<file path="src/rtl/clk_divider_monitor.sv">
// Observes a divided clock from the fast domain: synchronizes it, strobes its edges,
// measures each half-period and tracks lock against the expected divider setting.
module clk_divider_monitor #(
  parameter int unsigned HALF_PERIOD = 1,
  parameter int unsigned TOLERANCE   = 0,
  parameter int unsigned LOCK_COUNT  = 4,
  parameter int unsigned TIMEOUT     = 16,
  parameter int unsigned CNT_WIDTH   = 32
) (
  input  logic                 inClk,
  input  logic                 inRst,
  input  logic                 inSlowClk,
  output logic                 outRise,
  output logic                 outFall,
  output logic [CNT_WIDTH-1:0] outHalf,
  output logic                 outValid,
  output logic                 outLocked,
  output logic                 outLost
);

  localparam int unsigned MC_W = $clog2(LOCK_COUNT + 1);
  localparam logic [CNT_WIDTH-1:0] CNT_MAX   = '1;
  localparam logic [CNT_WIDTH-1:0] CNT_ONE   = CNT_WIDTH'(1);
  localparam logic [CNT_WIDTH-1:0] TIMEOUT_C = CNT_WIDTH'(TIMEOUT);
  localparam logic [CNT_WIDTH:0]   HP_X      = (CNT_WIDTH + 1)'(HALF_PERIOD);
  localparam logic [CNT_WIDTH:0]   TOL_X     = (CNT_WIDTH + 1)'(TOLERANCE);
  localparam logic [MC_W-1:0]      LOCK_C    = MC_W'(LOCK_COUNT);
  localparam logic [MC_W-1:0]      MC_ONE    = MC_W'(1);

  typedef enum logic [1:0] {
    ST_IDLE    = 2'd0,
    ST_MEASURE = 2'd1,
    ST_LOCKED  = 2'd2,
    ST_LOST    = 2'd3
  } state_e;

  state_e               state_q, state_d;
  logic                 sync1_q, sync2_q, prev_q;
  logic [CNT_WIDTH-1:0] cnt_q, cnt_d;
  logic [MC_W-1:0]      match_cnt_q, match_cnt_d;
  logic                 rise_q, rise_d;
  logic                 fall_q, fall_d;
  logic [CNT_WIDTH-1:0] half_q, half_d;
  logic                 valid_q, valid_d;
  logic                 locked_q, locked_d;
  logic                 lost_q, lost_d;

  logic                 ev_c;
  logic                 timeout_c;
  logic                 match_c;
  logic [CNT_WIDTH:0]   meas_x_c;
  logic [CNT_WIDTH:0]   diff_c;

  // State and output registers; synchronizer flops included
  always_ff @(posedge inClk) begin
    if (inRst) begin
      sync1_q     <= 1'b0;
      sync2_q     <= 1'b0;
      prev_q      <= 1'b0;
      cnt_q       <= '0;
      state_q     <= ST_IDLE;
      match_cnt_q <= '0;
      rise_q      <= 1'b0;
      fall_q      <= 1'b0;
      half_q      <= '0;
      valid_q     <= 1'b0;
      locked_q    <= 1'b0;
      lost_q      <= 1'b0;
    end else begin
      sync1_q     <= inSlowClk;
      sync2_q     <= sync1_q;
      prev_q      <= sync2_q;
      cnt_q       <= cnt_d;
      state_q     <= state_d;
      match_cnt_q <= match_cnt_d;
      rise_q      <= rise_d;
      fall_q      <= fall_d;
      half_q      <= half_d;
      valid_q     <= valid_d;
      locked_q    <= locked_d;
      lost_q      <= lost_d;
    end
  end

  // Edge detection, half-period counter, match test and lock FSM
  always_comb begin
    ev_c        = sync2_q ^ prev_q;
    timeout_c   = (cnt_q == TIMEOUT_C);
    meas_x_c    = {1'b0, cnt_q};
    diff_c      = (meas_x_c >= HP_X) ? (meas_x_c - HP_X) : (HP_X - meas_x_c);
    match_c     = (diff_c <= TOL_X);

    state_d     = state_q;
    match_cnt_d = match_cnt_q;
    half_d      = half_q;
    valid_d     = 1'b0;
    rise_d      = sync2_q & ~prev_q;
    fall_d      = ~sync2_q & prev_q;

    if (ev_c) begin
      cnt_d = CNT_ONE;
    end else if (cnt_q == CNT_MAX) begin
      cnt_d = cnt_q;
    end else begin
      cnt_d = cnt_q + CNT_ONE;
    end

    case (state_q)
      ST_IDLE, ST_LOST: begin
        // An edge here only establishes the reference for the next measurement
        if (ev_c) begin
          state_d     = ST_MEASURE;
          match_cnt_d = '0;
        end else if (timeout_c) begin
          state_d = ST_LOST;
        end
      end
      ST_MEASURE: begin
        if (ev_c) begin
          valid_d = 1'b1;
          half_d  = cnt_q;
          if (match_c) begin
            match_cnt_d = match_cnt_q + MC_ONE;
            if ((match_cnt_q + MC_ONE) == LOCK_C) begin
              state_d = ST_LOCKED;
            end
          end else begin
            match_cnt_d = '0;
          end
        end else if (timeout_c) begin
          state_d = ST_LOST;
        end
      end
      ST_LOCKED: begin
        if (ev_c) begin
          valid_d = 1'b1;
          half_d  = cnt_q;
          if (!match_c) begin
            state_d     = ST_MEASURE;
            match_cnt_d = '0;
          end
        end else if (timeout_c) begin
          state_d = ST_LOST;
        end
      end
      default: begin
        state_d     = ST_IDLE;
        match_cnt_d = '0;
      end
    endcase

    locked_d = (state_d == ST_LOCKED);
    lost_d   = (state_d == ST_LOST);
  end

  assign outRise   = rise_q;
  assign outFall   = fall_q;
  assign outHalf   = half_q;
  assign outValid  = valid_q;
  assign outLocked = locked_q;
  assign outLost   = lost_q;

endmodule

</file>
<file path="config.mk">
export PLATFORM = sky130hd
export DESIGN_NAME = clk_divider_monitor
export DESIGN_NICKNAME = d
export VERILOG_FILES = /design/src/rtl/clk_divider_monitor.sv
export SDC_FILE = /design/constraint.sdc
export NUM_CORES = 1
export LEC_CHECK = 0
export ABC_AREA = 1
export CAP_MARGIN = 0
export CORE_MARGIN = 2
export CORE_UTILIZATION = 35
export DETAILED_ROUTE_END_ITERATION = 10
export HOLD_SLACK_MARGIN = 0.12
export PLACE_DENSITY_LB_ADDON = 0.05
export SYNTH_ARGS = -nofsm -noshare
export SYNTH_HDL_FRONTEND = slang
export SYNTH_SLANG_ARGS = --single-unit
</file>
<file path="constraint.sdc">
create_clock -name inClk -period 2.6 [get_ports inClk]
set_input_delay 0.78 -clock inClk [delete_from_list [all_inputs] [get_ports inClk]]
set_output_delay 0.78 -clock inClk [all_outputs]
set_load 0.005 [all_outputs]
</file>
[After elaboration in Yosys (flattened, before gate mapping)]
Cells that the tools add are included.
Storage, ports and cells
  word-level logic and storage cells: 63
  input port bits: 3
  flip-flop bits (word level): 77
  output and inout bits: 37
Cells by class
  bitwise gates (word level): 6
  reductions and logical operators: 7
  order comparisons: 2
  multiplexer cells: 18
  add/sub/neg operators: 4
  equality and inequality tests: 13
Operator list (number)
  $le A33 B1 Y1 const B: 1
  $mux W33: 1
  $sub A1 B32 Y33 const A: 1
  $sub A32 B1 Y33 const B: 1
  $add A32 B1 Y32 const B: 1
  $eq A32 B32 Y1 const B: 1
  $eq A32 B5 Y1 const B: 1
  $ge A32 B1 Y1 const B: 1
  $mux W3: 5
  $mux W2: 7
  $ne A2 B2 Y1 const B: 5
  $pmux W3 S3: 1
  $eq A2 B2 Y1 const B: 4
  $reduce_or A2 Y1: 4
  $pmux W2 S3: 1
  $reduce_and A4 Y1: 1
  $add A3 B1 Y3 const B: 1
  $eq A3 B3 Y1 const B: 1
  $mux W1: 3
  $not A1 Y1: 3
  $and A1 B1 Y1: 2
  $eq A2 B1 Y1 const B: 1
  $logic_not A2 Y1: 1
  $reduce_and A2 Y1: 1
  $xor A1 B1 Y1: 1

[Depth between registers and ports, before layout]
Gate-level depths: netlist (run 1).
  depth in word-level cells: 7
  gate-level depth with buffers: 24
  mapped depth without buffers: 24

[Worst setup path before layout (run 1)]
OpenSTA, ideal clock, no wires.
  kind: register to register
  start point: register cnt_q[2]
  end point: register match_cnt_q[1]
  required time: 2.487 ns
  arrival time: 2.433 ns
  stages on the path, launching flop included: 22
  path buffers: 0
  setup slack: 0.055 ns
  clock period less this slack: 2.545 ns
  setup time: 0.113 ns
  cells stage by stage: dfxtp_1 -> inv_1 -> ha_1 -> nand2_1 -> nand2_1 -> nor2_4 -> nand2_4 -> nor2_8 -> nand3_4 -> nand2_1 -> nand3_1 -> inv_2 -> nand2_1 -> nor2_1 -> nand2_1 -> nor2_2 -> and2_4 -> nand2_2 -> nand2_2 -> inv_2 -> nor2_1 -> nor2_1
Between the ends
  longest elaborated chain between the ends: 6
  elaborated cells on any way between the ends: 10
  classes of those cells: 2 x add/sub; 2 x order compare; 1 x eq/ne; 4 x mux; 1 x reduce/logical
RTL lines
  from (decl): RTL line 39  | logic [CNT_WIDTH-1:0] cnt_q, cnt_d;
  from (signal assigned): RTL line 73  | cnt_q <= cnt_d;
  $sub A1 B32 Y33, or another cell as far along: RTL line 90  | diff_c = (meas_x_c >= HP_X) ? (meas_x_c - HP_X) : (HP_X - meas_x_c);
  $mux W33 (*): RTL line 90
  $le A33 B1 Y1 (*): RTL line 91  | match_c = (diff_c <= TOL_X);
  $mux W3: RTL line 122  | if (match_c) begin
  $mux W3: RTL line 119  | if (ev_c) begin
  $pmux W3 S3: RTL line 108  | case (state_q)
  to (signal assigned): RTL line 75  | match_cnt_q <= match_cnt_d;
  to (decl): RTL line 40  | logic [MC_W-1:0] match_cnt_q, match_cnt_d;
Mark *: on every way between the ends. The rest lies on a longest branch, timed or not. The select of a mux whose other input is x is not followed.
A chain may end at the register's enable or synchronous reset.

[Worst setup path in the final report (run 1)]
  start point: register cnt_q[10]
  end point: register match_cnt_q[0]
The elaborated chain is that of the path after synthesis.

==> flow_summary.ini, run 1 <==
[power]
swShare_pct = 34.7
clock_power_share_pct = 31.4
powerDensity_nw_per_um2 = 550
max-vdd-ir-drop_v = 0.000361
p_leak_nw = 4.08
seq_power_share_pct = 30.8
power.total_mw = 4.46
internal-power_mw = 2.91
p_comb_share_pct = 37.8
p_sw_mw = 1.55

[grt]
grt_max_degree = 62
overflow = 0
antenna_found_initial = 0
grt_pass1_wl_um = 33200
grt_usage_pct = 26.5
grt_pass1_vias = 6061

[cells_and_area]
final_core_utilization_pct = 53.3
final_area_um2 = 8100
fillers = 1565
multi_input_area_um2 = 3700
insertedDiodeCount = 0
drive_gt1_share_pct = 32.4
seqCellArea_um2 = 1580
nets = 1097
area_growth_pct = 49.4

[min_path]
min_path_type = reg2reg
min_delay_path_depth = 2
hold_path_end = sync2_q
hp-start = sync1_q

[sta]
slew_headroom_pct = 66.1
min_period_ns = 2.62
setup_violations = 2
slew_violations = 0
worst_slack_ns = -0.0236
fin_skew_ns = 0.0106
fin_crit_sh_pct = 101
tightestPinTransition_ns = 0.503
max_freq_mhz = 381
timing.setup.tns_ns = -0.0288
hold_viol_final = 0
rsz0062_at_grt = yes

[placed_design]
post_dp_cell_area_um2 = 6950
port_buffers = 39
dp_slack_ns = -0.245
post-dp-hpwl_um = 17300
gp_congestion = 0.993

[route]
ant_nets = 0
drc = 0
routed_via_density = 5.00
drt_iter0_drc = 483
drt-pass1-iter-count = 5
wl_um = 21900
via_count = 6380
wl_per_cell_um = 17.1

[floorplan]
die_h_um = 129
start_util_pct = 35.7
io_pins = 40
std_cell_rows = 45
die-area_um2 = 16500
core_um2 = 15200
die_width_um = 129

[setup_path]
crit_path_end_kind = register
cp_common_cell = nand2_2
crit_arrival_ns = 2.87
path_buf_inv = 2
cp_slowest_cell = dfxtp_4
crit_start = cnt_q[10]
r2r_cells = 19
worstPathCellList = nor2_4, nand2_2, nor2_4, nand2_4, nor2_8, nand3_4, buf_12, nand2_2, nand2_2, a21oi_2, nand3b_1, nor2_2, and2_4, nand2_4, nand2_4, buf_6, nand2_2, nand2_1, nor2_1
crit_path_start_kind = register
cp_top_family = simple AND/OR/NAND/NOR gates
critical_path_class = reg2reg
cp.required_ns = 2.85
r2r-end = match_cnt_q[0]
ff2ff_setup_slack_ns = -0.02
max_stage_delay_ns = 0.36
reg2reg_from = cnt_q[10]
cp_max_fo = 7

[synthesis]
synth_flop_cell = dfxtp_1
syn-num-nets = 899
synth-edff-count = 0
yosys.area.top_type = dfxtp_1
synth_area_um2 = 5430
synthTopCellsByArea = dfxtp_1 28%, nand2_1 16%, nor2_1 8.4%
yosysMostFrequentCell = nand2_1
synth.distinct_cells = 40
yosys_warnings = 0
async_reset_ff_share_pct = 0
avgSynthCellArea_um2 = 6.14
synth_commonest_cells = 230 x nand2_1, 122 x nor2_1, 114 x inv_1
yosysSeqAreaShare_pct = 28.4
synth_cells = 884
synth-seq-cells = 77
synth_top_area_share_pct = 28.4

[run_status]
violations = setup timing
status = finished, violations left

[cts]
numCtsBuffers = 9
clock_path_buffers = 2
clock_sinks = 77
cts_root_buf = clkbuf_16
cts_hold_buf = 0
clk_pin_slew_ns = 0.06
cts_tree = yes
cts-htree-levels = 3
clk-insertion-delay-late_ns = 0.35

[job]
drv_cap = 0
## cell usage in the layout (no fill, tap or decap), types with 8 or more instances in the layout
master,netlist,routed
a21oi_1,47,47
buf_6,7,8
ha_1,12,9
nor2_2,19,30
nand2_4,1,12
dfxtp_2,0,22
nor2_4,6,25
buf_4,1,155
nand3_1,62,57
o21ai_0,56,53
clkdlybuf4s50_1,0,39
nand4_1,20,20
nand2_1,230,199
nand2_2,15,35
inv_2,10,13
dfxtp_1,77,52
clkbuf_16,0,10
inv_1,114,107
nor3_1,15,15
nor2_1,122,92
xor2_1,19,19
## layer usage
layer  global-route usage (%)  vias up  share of wire, %
met5                        0        -                 0
met4                     10.9        0               3.9
met3                     4.07       53               5.4
met2                     41.7      217                45
met1                     36.4     2904                46
li1                         -     3206                 -
## worst max-delay path by stage
stage | to | slack (ns) | cells past startpoint
after floorplan | match_cnt_q[1] | 0.05 | 21
after global placement | match_cnt_q[2] | -0.17 | 21
after detailed placement | match_cnt_q[2] | -0.24 | 21
after CTS | match_cnt_q[2] | -0.02 | 23
after global routing | match_cnt_q[1] | -0.20 | 23
final | match_cnt_q[0] | -0.02 | 19
## registers in the layout, summed over array words and instances (netlist names)
register / cells
outValid: 1
outHalf: 32
outLocked: 1
sync2_q: 1
sync1_q: 1
prev_q: 1
outLost: 1
outRise: 1
match_cnt_q: 3
state_q: 2
cnt_q: 32
outFall: 1
## cells by family after synthesis
family	after synthesis	synth area share, %
AND/OR/NAND/NOR	512	43.2
buffers and inverters	147	11.3
AO/OA/AOI/OAI	115	11.0
flip-flops	77	28.4
XOR/XNOR	21	3.39
adder cells (fa/ha/maj)	12	2.77
## worst min-delay path, stage by stage, from the launching register on
cell	delay [ns]
dfxtp_1	0.30
inv_1	0.04
nor2_1	0.03
## per-stage QoR
| step | std cells | hold WS, ns |
|---|---|---|
| after global placement | 1222 | 0.393 |
| final | 1275 | 0.411 |
| after detailed placement | 1222 | 0.403 |
| after global routing | 1275 | 0.438 |
| after floorplan | 884 | 0.388 |
| after CTS | 1254 | 0.414 |
## cell type report
type                       count  share of cell area [%]
clock buffer                   9                    2.78
inverter                     125                    5.95
timing repair buffer         208                    21.9
tap                          188                    2.90
sequential                    77                    19.5
clock inverter                 7                    1.30
multi-input combinational    661                    45.6
## power groups by stage
stage,combinational [mW],clock (mW),sequential (mW)
global route,1.87,1.48,1.39
finish,1.69,1.40,1.37
floorplan,0.842,0,1.39
detailed placement,1.39,0,1.40
CTS,1.50,1.44,1.37
global placement,1.38,0,1.39
## repair_timing
action | in CTS | in global routing
setup buffers | 14 | 21
cloned | 2 | 1
endpoints found under the hold margin | 0 | 0
gates resized for setup | 29 | 132
endpoints found under the setup margin | 12 | 16
pin swaps | 12 | 63
Power figures use the tool's default switching activity.
==> run 2: changes to the inputs <==
--- a/config.mk
+++ b/config.mk
@@ -13,4 +13,5 @@
 export HOLD_SLACK_MARGIN = 0.12
 export PLACE_DENSITY_LB_ADDON = 0.05
+export SKIP_CTS_REPAIR_TIMING = 1
 export SYNTH_ARGS = -nofsm -noshare
 export SYNTH_HDL_FRONTEND = slang
==> constraint.sdc (replaced) <==
create_clock -name inClk -period 2.6 [get_ports inClk]
set_input_delay 0.52 -clock inClk [delete_from_list [all_inputs] [get_ports inClk]]
set_output_delay 0.52 -clock inClk [all_outputs]
set_load 0.005 [all_outputs]
==> run 2 against run 1 <==
Net effect:
- the flow still finishes with violations (setup timing)
- sequential share of layout area about the same
- clock power decreased by 11%
- critical path depth increased by 1
- cell count decreased by 0.71%
- core utilization about the same
- via count decreased by 1.3%
- total power decreased by 3.4%
- largest power group unchanged
==> flow_summary.ini, run 2 (synthesis results as in run 1) <==
[cells_and_area]
final_area_um2 = 8110
area_growth_pct = 49.4
layout_common_cells = 179 x nand2_1, 142 x buf_4, 102 x inv_1
final_common_cell = nand2_1
nets = 1088
fillers = 1513
insertedDiodeCount = 0
drive_gt1_share_pct = 35.2

[floorplan]
start_util_pct = 35.7
io_pins = 40
die_h_um = 129
std_cell_rows = 45
die_width_um = 129
core_um2 = 15200
die-area_um2 = 16500

[sta]
max_freq_mhz = 382
hold_viol_final = 0
tightestPinTransition_ns = 0.473
setup_violations = 2
worst_slack_ns = -0.0177
slew_violations = 0
slew_headroom_pct = 68.2
timing.setup.tns_ns = -0.0223
min_period_ns = 2.62
fin_skew_ns = 0.0115
fin_crit_sh_pct = 101
rsz0062_at_grt = yes

[route]
drt-pass1-iter-count = 5
drt_iter0_drc = 423
wl_um = 21700
drc = 0
via_count = 6299
wl_per_cell_um = 17.1
ant_nets = 0
routed_via_density = 4.98

[setup_path]
crit_arrival_ns = 2.90
max_stage_delay_ns = 0.37
worstPathCellList = nor2_4, nand2_4, nor2_4, nand2_4, nor2_8, buf_6, buf_6, nand4_4, clkbuf_16, nand4_1, nor2_1, nand2_2, nor2_4, and2_4, nand2_2, nand2_2, buf_6, nand2_2, nand2_1, nor2_1
crit_path_start_kind = register
cp_slowest_cell = dfxtp_4
critical_path_class = reg2reg
crit_path_end_kind = register
cp.required_ns = 2.88
cp_common_cell = nand2_2
cp_max_fo = 7

[grt]
grt_max_degree = 62
grt_pass1_wl_um = 31600
antenna_found_initial = 0
grt_usage_pct = 25.4
overflow = 0
grt_pass1_vias = 5754

[min_path]
min_path_type = reg2reg

[placed_design]
gp_congestion = 0.933
port_buffers = 39
post_dp_cell_area_um2 = 6920
post-dp-hpwl_um = 17000

[power]
powerDensity_nw_per_um2 = 531
p_leak_nw = 4.03
max-vdd-ir-drop_v = 0.000384

[cts]
cts_root_buf = clkbuf_16
clock_path_buffers = 2
numCtsBuffers = 9
cts_tree = yes
cts-htree-levels = 3
clk-insertion-delay-late_ns = 0.35
clock_sinks = 77
clk_pin_slew_ns = 0.07

[run_status]
violations = setup timing
status = finished, violations left

[job]
drv_cap = 0
-- run 2: cell types whose count changed in the layout (fill, tap and decap cells not counted), moves of 4 or more --
| cell | delta |
|---|---|
| nand2_1 | -20 |
| buf_4 | -13 |
| nand2_2 | +19 |
| inv_2 | +7 |
| nor2_1 | -8 |
| nor2_2 | +7 |
| buf_6 | +4 |
| inv_1 | -5 |
-- run 2: worst paths after layout --
| path | endpoint | depth (start not counted) | slack [ns] | startpoint |
|---|---|---|---|---|
| worst min-delay path | sync2_q | 2 | 0.41 | sync1_q |
| worst max-delay path | match_cnt_q[0] | 20 | -0.02 | cnt_q[9] |
| worst min register to register | sync2_q | 2 | 0.41 | sync1_q |
| worst max register to register | match_cnt_q[0] | 20 | -0.02 | cnt_q[9] |
-- run 2: per-layer routing --
| metal | global-route usage [%] | part of all wire, % |
|---|---|---|
| met2 | 40.2 | 46 |
| met3 | 3.70 | 4.6 |
| met1 | 35.4 | 47 |
| met4 | 9.08 | 2.9 |
| met5 | 0 | 0 |
-- run 2: through the flow --
stage | std cells | setup WS [ns] | utilization [%] | hold WS, ns | power [mW]
after global placement | 1219 | -0.161 | 45.5 | 0.395 | 2.76
after global routing | 1266 | -0.136 | 53.3 | 0.432 | 4.57
after floorplan | 884 | 0.0548 | - | 0.388 | 2.23
after CTS | 1235 | -0.219 | 47.4 | 0.409 | 4.02
after detailed placement | 1219 | -0.194 | 45.5 | 0.399 | 2.77
final | 1266 | -0.0177 | 53.3 | 0.406 | 4.30
-- run 2: critical path, delay by kind of cell, from the launching register on --
family,cells,cell delay [ns]
buf+inv,4,0.57
flops,1,0.37
simple gates,16,1.58
-- run 2: final cells by class --
class | instances | area [um^2] | share of cell area [%]
Timing Repair Buffer | 199 | 1730 | 21.3
Inverter | 125 | 475 | 5.86
Tap cell | 188 | 235 | 2.90
Clock buffer | 10 | 239 | 2.95
Sequential cell | 77 | 1580 | 19.5
Clock inverter | 6 | 52.6 | 0.648
Multi-Input combinational cell | 661 | 3800 | 46.9
-- run 2: power breakdown --
group / switching [mW] / internal (mW) / total (mW) / leakage (nW)
Sequential: 0.0751 / 1.29 / 1.37 / 0.636
Combinational: 0.927 / 0.768 / 1.70 / 3.26
Clock: 0.551 / 0.690 / 1.24 / 0.138
==> run 3: changes to the inputs <==
- PLACE_DENSITY: unset -> 0.54
- PLACE_DENSITY_LB_ADDON: 0.05 -> unset
==> run 3 against run 2 <==
Net effect:
- the flow now finishes without violations
- register-to-register slack improved by 0.06 ns
- wire length shrank 8.6%
- sequential cell count did not move
- total power increased by 1.2%
- critical path depth unchanged
- critical endpoint is now match_cnt_q[2]
- largest cell class unchanged
- largest power group unchanged
==> flow_summary.ini, run 3 (synthesis results as in run 1) <==
[run_status]
status = finished, final reports clean

[power]
power.total_mw = 4.36
p_leak_nw = 3.99
max-vdd-ir-drop_v = 0.000335
powerDensity_nw_per_um2 = 547

[grt]
grt_pass1_vias = 5468
grt_usage_pct = 23.3
grt_max_degree = 65
antenna_found_initial = 0
overflow = 0
grt_pass1_wl_um = 29500

[route]
drt_iter0_drc = 501
wl_per_cell_um = 15.7
ant_nets = 0
drt-pass1-iter-count = 7
wl_um = 19800
routed_via_density = 4.90
via_count = 6196
drc = 0

[floorplan]
std_cell_rows = 45
die_width_um = 129
core_um2 = 15200
start_util_pct = 35.7
io_pins = 40
die-area_um2 = 16500
die_h_um = 129

[setup_path]
reg2reg_from = cnt_q[2]
worstPathCellList = buf_4, nor2_4, nand2_2, buf_4, nor2_2, nand2_2, buf_4, xor2_1, nand2_1, nand2_2, a21oi_2, nand3b_1, nor2_2, and2_4, nand2_2, nand2_2, inv_2, nand2_1, nand2_1, nor2_1
cp.required_ns = 2.89
max_stage_delay_ns = 0.32
path_buf_inv = 4
crit_path_start_kind = register
cp.depth = 20
crit_start = cnt_q[2]
endpoint = match_cnt_q[2]
ff2ff_setup_slack_ns = 0.04
critical_path_class = reg2reg
crit_path_end_kind = register
r2r-end = match_cnt_q[2]
cp_max_fo = 5
r2r_cells = 20
cp_common_cell = nand2_2
cp_top_family = simple AND/OR/NAND/NOR gates
crit_arrival_ns = 2.85
cp_slowest_cell = dfxtp_2

[placed_design]
gp_congestion = 0.975
dp_slack_ns = -0.139
port_buffers = 39
post_dp_cell_area_um2 = 6910
post-dp-hpwl_um = 15400

[cts]
cts_root_buf = clkbuf_16
clk-insertion-delay-late_ns = 0.35
cts_tree = yes
numCtsBuffers = 9
clock_path_buffers = 2
clock_sinks = 77
cts-htree-levels = 3
clk_pin_slew_ns = 0.06

[cells_and_area]
final_common_cell = nand2_1
area_growth_pct = 46.8
insertedDiodeCount = 0
final_area_um2 = 7970
fillers = 1511
drive_gt1_share_pct = 32.4
final_core_utilization_pct = 52.4
layout_common_cells = 191 x nand2_1, 151 x buf_4, 103 x inv_1
nets = 1087

[sta]
tightestPinTransition_ns = 0.534
max_freq_mhz = 390
setup_violations = 0
fin_hold_ws_ns = 0.408
hold_viol_final = 0
rsz0062_at_grt = yes
fin_skew_ns = 0.00953
worst_slack_ns = 0.0383
fin_crit_sh_pct = 98.5
slew_headroom_pct = 64.1
min_period_ns = 2.56
slew_violations = 0

[job]
drv_cap = 0

[min_path]
min_path_type = reg2reg
## run 3: worst min-delay path by stage
stage	from	end	slack [ns]	cells after the start
5_1_grt	sync1_q	sync2_q	0.43	2
2_1_floorplan	sync1_q	sync2_q	0.39	2
3_5_place_dp	sync1_q	sync2_q	0.40	2
6_report	sync1_q	sync2_q	0.41	2
3_3_place_gp	sync1_q	sync2_q	0.40	2
4_1_cts	sync1_q	sync2_q	0.41	2
## run 3: worst reg2reg max path, delay by kind of cell, from the launching register on
kind / cells / cell delay, ns
simple gates: 14 / 1.42
buf+inv: 4 / 0.51
flops: 1 / 0.32
xor+xnor: 1 / 0.17
compound gates: 1 / 0.09
## run 3: per-layer routing
metal  GRT usage, %  wire [um]  up-vias
met5              0          0        -
met4           8.63        714        0
met3           2.87        976       48
met2           36.9       8920      192
met1           32.7       9210     2755
li1               -          -     3201
## run 3: metrics by stage
stage / instances / TNS [ns]
2_1_floorplan: 884 / 0
5_1_grt: 1265 / -0.752
3_3_place_gp: 1219 / -0.665
6_report: 1265 / 0
4_1_cts: 1235 / -0.797
3_5_place_dp: 1219 / -0.634
## run 3: final cells by class
cell class / count / area (um^2) / share of cell area [%]
multi-input combinational: 662 / 3710 / 46.5
timing repair buffer: 197 / 1640 / 20.6
sequential: 77 / 1580 / 19.8
inverter: 125 / 478 / 6.00
tap: 188 / 235 / 2.95
clock buffer: 9 / 225 / 2.83
clock inverter: 7 / 105 / 1.32
## run 3: power by group
part           internal [mW]  total, mW  switching [mW]
Clock                  0.857       1.41           0.552
Combinational          0.711       1.58           0.870
Sequential              1.29       1.37          0.0723
